[config.mk]
export PLATFORM = sky130hd
export DESIGN_NAME = ddr_deser
export DESIGN_NICKNAME = d
export VERILOG_FILES = /design/src/rtl/ddr_deser_pkg.sv /design/src/rtl/ddr_pair_capture.sv /design/src/rtl/ddr_deser.sv
export SDC_FILE = /design/constraint.sdc
export NUM_CORES = 1
export LEC_CHECK = 0
export ABC_AREA = 1
export CAP_MARGIN = 10
export CORE_ASPECT_RATIO = 1.2
export CORE_MARGIN = 3
export CORE_UTILIZATION = 44
export DETAILED_ROUTE_END_ITERATION = 8
export PLACE_DENSITY = 0.75
export SETUP_SLACK_MARGIN = 0.02
export SYNTH_ARGS = -nofsm -noshare
export SYNTH_HDL_FRONTEND = slang
export SYNTH_HIERARCHICAL = 1
export SYNTH_SLANG_ARGS = --single-unit
[constraint.sdc]
create_clock -name clk -period 1.16 [get_ports clk]
set_clock_uncertainty 0.1 [all_clocks]
set_input_delay 0.174 -clock clk [delete_from_list [all_inputs] [get_ports clk]]
set_output_delay 0.174 -clock clk [all_outputs]
set_load 0.05 [all_outputs]
[src/rtl/ddr_deser_pkg.sv]
// ddr_deser_pkg: shared FSM state type and pair-counter sizing for ddr_deser.
package ddr_deser_pkg;
  typedef enum logic {ST_IDLE, ST_SHIFT} state_t;
  function automatic int cnt_w(input int width);
    return (width > 2) ? $clog2(width / 2) : 1;
  endfunction
endpackage

[src/rtl/ddr_pair_capture.sv]
// ddr_pair_capture: samples the rise bit and enable on posedge and the fall bit on negedge.
module ddr_pair_capture (
  input  logic clk,
  input  logic rst_n,
  input  logic ddr_d,
  input  logic ddr_en,
  output logic r,
  output logic f,
  output logic en
);
  always_ff @(posedge clk or negedge rst_n) begin
    if (!rst_n) begin
      r  <= 1'b0;
      en <= 1'b0;
    end else begin
      r  <= ddr_d;
      en <= ddr_en;
    end
  end
  // f_k is settled half a cycle before posedge k+1, so the pair is consumed there
  always_ff @(negedge clk or negedge rst_n) begin
    if (!rst_n) f <= 1'b0;
    else f <= ddr_d;
  end
endmodule

[src/rtl/ddr_deser.sv]
// ddr_deser: DDR serial to WIDTH-bit valid/ready deserializer; DDR_DESER_LSB_FIRST_EN selects LSB-first packing.
module ddr_deser
  import ddr_deser_pkg::*;
#(
  parameter int WIDTH = 8
) (
  input  logic             clk,
  input  logic             rst_n,
  input  logic             ddr_d,
  input  logic             ddr_en,
  output logic [WIDTH-1:0] out_data,
  output logic             out_valid,
  input  logic             out_ready,
  output logic             err_abort,
  output logic             err_ovf
);
  localparam int CW = cnt_w(WIDTH);
  localparam int HALF = WIDTH / 2;
  logic r, f, en, done, abort;
  logic [WIDTH-1:0] sr, base, word;
  logic [CW-1:0] cnt, cnt_n;
  state_t state, state_n;
  ddr_pair_capture cap (.clk(clk), .rst_n(rst_n), .ddr_d(ddr_d), .ddr_en(ddr_en), .r(r), .f(f), .en(en));
  always_comb begin
    base = (state == ST_IDLE) ? '0 : sr;
`ifdef DDR_DESER_LSB_FIRST_EN
    word = (base >> 2) | (WIDTH'({f, r}) << (WIDTH - 2));
`else
    word = (base << 2) | WIDTH'({r, f});
`endif
    done = en && (cnt == CW'(HALF - 1));
    abort = !en && (state == ST_SHIFT);
    state_n = en ? (done ? ST_IDLE : ST_SHIFT) : ST_IDLE;
    cnt_n = (en && !done) ? cnt + 1'b1 : '0;
  end
  always_ff @(posedge clk or negedge rst_n) begin
    if (!rst_n) begin
      state <= ST_IDLE;
      cnt <= '0;
      sr <= '0;
    end else begin
      state <= state_n;
      cnt <= cnt_n;
      if (en) sr <= word;
    end
  end
  // a finished word is dropped only when the held word is not leaving on this edge
  always_ff @(posedge clk or negedge rst_n) begin
    if (!rst_n) begin
      out_data <= '0;
      out_valid <= 1'b0;
      err_abort <= 1'b0;
      err_ovf <= 1'b0;
    end else begin
      err_abort <= abort;
      if (done && out_valid && !out_ready) err_ovf <= 1'b1;
      else if (done) begin
        out_data <= word;
        out_valid <= 1'b1;
      end else if (out_ready) out_valid <= 1'b0;
    end
  end
endmodule

# Word level (Yosys, flattened, before mapping)
# Cells that the tools add are included.
# W data, S select, Z words.
totals:
  word_cells: 31
  out_inout_bits: 11
  regBits: 23
  in_bits: 5
classes:
  eq_ne: 1
  bitwise: 2
  n_addsub: 1
  reduce_logical: 11
  mux: 6
op_table:
  columns: ["cell", "count"]
  rows:
  - ["$or A8 B2 Y8", 1]
  - ["$mux W6", 1]
  - ["$logic_and A1 B1 Y1", 5]
  - ["$mux W1", 4]
  - ["$reduce_and A2 Y1", 2]
  - ["$logic_not A1 Y1", 3]
  - ["$add A2 B1 Y2 const B", 1]
  - ["$eq A2 B2 Y1 const B", 1]
  - ["$mux W2", 1]
  - ["$reduce_bool A2 Y1", 1]
  - ["$not A1 Y1", 1]

# Depth between registers and ports, before layout
# Gate-level depths: netlist (run 1).
logic_depth:
  ltp_word: 6
  mapped_depth: 6
  depth_no_buf: 6

# Modules after synthesis
# Netlist (run 1), hierarchy kept.
by_module_without_submodules:
  columns: ["mod", "area_each_um2", "cells_per_inst", "n_inst", "seq_area_each_um2"]
  rows:
  - ["ddr_deser", 817.0, 87, 1, 500.5]
  - ["ddr_pair_capture", 75.1, 3, 1, 75.1]

==> summary.txt, run 1 <==
Status
  – Result of the run: finished, violations left
  – Violated checks: setup timing

Timing
  – Fin. Hold Viols: 0
  – Accumulated negative setup slack: -0.3026 ns
  – Setup ws final: -0.1273 ns
  – Relative max-transition margin: 82.11%
  – Unrepaired setup endpoints after global routing: true
  – Worst-margin pin slew: 0.2683 ns
  – Worst hold margin: 0.1991 ns
  – Setup-failing EPs final: 8
  – Max Slew Vio Count: 0

Clocking
  – Clock Sink Count: 23
  – Worst skew pair latency: 0.30 ns
  – Number of levels in the clock H-tree: 1
  – Clock tree from TritonCTS: done
  – Clock buffer count from CTS: 3
  – Clk buf depth: 2
  – Clock Root Buffer: sky130_fd_sc_hd__clkbuf_4
  – Clock-pin slew on the worst setup and hold paths: 0.12 ns

Layout
  – Layout overhead on the synthesized area: 47.69%
  – Util after Layout: 70.39%
  – Filler-free cell count of the finished design: 138
  – Count of fill cells added during filler insertion: 145
  – Layout cell share with drive strength beyond 1: 31.09%
  – Total area of sequential cells: 576.8 um2
  – Antenna diode instance count: 0
  – Final nets: 126
  – Area of the multi-input gates: 295.3 um2

Placed design
  – Count of buffers inserted at the top-level ports: 15
  – Post-detail-place hpwl: 1177 um
  – Placer's final routability congestion estimate: 0.7661
  – Instance count after placement with tap cells included: 128

Synthesis
  – Synth Warn #: 6
  – Netlist cell types: 16
  – Async set or reset register ratio after synthesis: 100.0%
  – Most common flop cell mapped by yosys: sky130_fd_sc_hd__dfrtp_1
  – Top cells by count, synth: 34 x sky130_fd_sc_hd__nand2_1, 22 x sky130_fd_sc_hd__dfrtp_1, 9 x sky130_fd_sc_hd__nand3_1
  – Proportion of netlist area held by the largest area contributor: 61.71%
  – Top area cells in the synthesized netlist: sky130_fd_sc_hd__dfrtp_1 62%, sky130_fd_sc_hd__nand2_1 14%, sky130_fd_sc_hd__nand3_1 5.0%
  – Number of enable-type register cells in the synthesized netlist: 0
  – Cell type with the highest aggregate area in the netlist: sky130_fd_sc_hd__dfrtp_1
  – Post-Syn Nets: 96
  – Most used standard cell by instance count after synthesis: sky130_fd_sc_hd__nand2_1
  – Synthesized instance count: 90
  – FF+latch count, synth: 23
  – Sequential element share of the synthesized area: 64.52%
  – Mapped Area: 892.1 um2
  – Mean instance size in the synthesized netlist: 9.912 um2

Routing
  – Vias/cell: 4.877
  – Number of vias after detailed routing: 673
  – TritonRoute pass-1 iters: 4
  – Sum of routed wire length over all layers: 1640 um
  – DRC violation count after routing: 0
  – Violation count after the first detailed-route iteration: 24
  – Number of nets still failing antenna checks after routing: 0
  – Post-DR wirelength/cell: 11.88 um

Floorplanning
  – Effective utilization at floorplan: 47.66%
  – Placeable core region: 1872 um2
  – Floorplan die width: 47.11 um
  – I/O Pins: 16
  – Die area: 2606 um2
  – Vert. Die Dim: 55.33 um
  – Cell row count: 17

Critical path
  – Slowest stage cell, crit path: sky130_fd_sc_hd__dfrtn_1
  – Largest delay contributor family on the critical path: flip-flops
  – Data required time of the critical path: 1.31 ns
  – Critical path type: reg2reg
  – Buf/Inv on CP: 0
  – CP Launch Type: register
  – Arrival @ worst endpoint: 1.44 ns
  – Crit path cell chain: nand3_1, nand2_1
  – Largest fanout on the critical path: 2
  – Longest individual stage delay on the worst path: 0.42 ns
  – Endpoint class of the critical path: register

Pwr
  – Max rail drop VDD: 1.158 mV
  – Total leakage power: 0.7157 nW
  – Post-layout power: 2.144 mW
  – Power density over the cells: 1627 nW/um2

Global route
  – Initial antenna violation count: 0
  – Wire length of the first global-routing pass: 2801 um
  – Overall track demand over capacity in global routing: 14.57%
  – Global route overflow: 0
  – Vias in the first global route: 655
  – Pin count of the biggest net entering global routing: 23

Min path
  – Path class of the lowest-slack min-delay path: in2async

Job
  – Max-cap violations: 0
[registers in the layout, summed over array words and instances (netlist names)]
signal and cells:
out_data 8, sr 6, cnt 2, cap/en 1, cap/f 1, cap/r 1, err_abort 1, err_ovf 1
out_valid 1, state 1
[area by class of cell]
type | instances | share of cell area (%)
sequential | 23 | 43.78
timing repair buffer | 25 | 25.74
multi-input combinational | 55 | 22.41
inverter | 11 | 3.704
tap | 19 | 1.804
clock buffer | 3 | 1.709
timing repair inverter | 1 | 0.4748
clock inverter | 1 | 0.3799
[cells in the final DEF, fill, tap and decap left out, types with 2 or more instances in the layout]
cell type / instances
sky130_fd_sc_hd__buf_12: 11
sky130_fd_sc_hd__buf_4: 9
sky130_fd_sc_hd__clkbuf_4: 3
sky130_fd_sc_hd__clkdlybuf4s50_1: 4
sky130_fd_sc_hd__dfrtp_1: 21
sky130_fd_sc_hd__inv_1: 8
sky130_fd_sc_hd__nand2_1: 32
sky130_fd_sc_hd__nand2_2: 2
sky130_fd_sc_hd__nand2_4: 2
sky130_fd_sc_hd__nand3_1: 9
sky130_fd_sc_hd__nor2_1: 2
sky130_fd_sc_hd__o21ai_1: 4
[cells by family (layout without fill, tap and decap cells)]
family	count (synthesis)	count (layout)	synth area share, %
fa+ha+maj	1	1	1.402
compound gates	4	4	2.244
simple gates	50	50	25.38
buf+inv	12	41	6.451
flops	23	23	64.52
[worst paths after layout]
check / startpoint / end / slack, ns / cells past startpoint
max in group asynchronous: rst_n / cap/f / 0.38 / 1
worst min register to register: sr[1] / sr[1] / 0.41 / 2
min in group clk: ddr_en / cap/en / 0.20 / 1
worst max-delay path: cap/f / out_data[0] / -0.13 / 2
worst min-delay path: rst_n / out_data[4] / 0.20 / 2
worst max register to register: cap/f / out_data[0] / -0.13 / 2
[metrics by stage]
step,cell area [um2],setup slack (ns)
finish,1318,-0.1273
global route,1318,-0.1476
CTS,1275,-0.1232
detailed placement,1206,-0.2882
global placement,1206,-0.2736
floorplan,895.9,-0.07852
[power by group]
part	total [mW]	internal, mW	switching, mW
logic	0.773	0.377	0.396
clock network	0.355	0.128	0.226
registers	1.02	0.906	0.109
[per-layer routing]
| layer | track usage, % | share of wire, % | vias to the layer above |
|---|---|---|---|
| met5 | 0 | 0 | - |
| met4 | 6.719 | 1.5 | 0 |
| met3 | 2.932 | 4.0 | 4 |
| met2 | 23.30 | 55 | 10 |
| met1 | 18.09 | 40 | 321 |
| li1 | - | - | 338 |
[timing repair]
action	CTS	global route
hold buffers	0	0
gates resized for setup	4	5
gates cloned	1	0
pin swaps	1	1
buffers inserted	1	4
endpoints found under the setup margin	20	22
Power figures use the tool's default switching activity.
==> inputs of run 2 (changes only) <==
ABC_CLOCK_PERIOD_IN_PS = 1160   (was default)
CAP_MARGIN = 15   (was 10)
==> results of run 2 <==
Same layout as run 1: the final DEF is identical, and so are final timing and power.
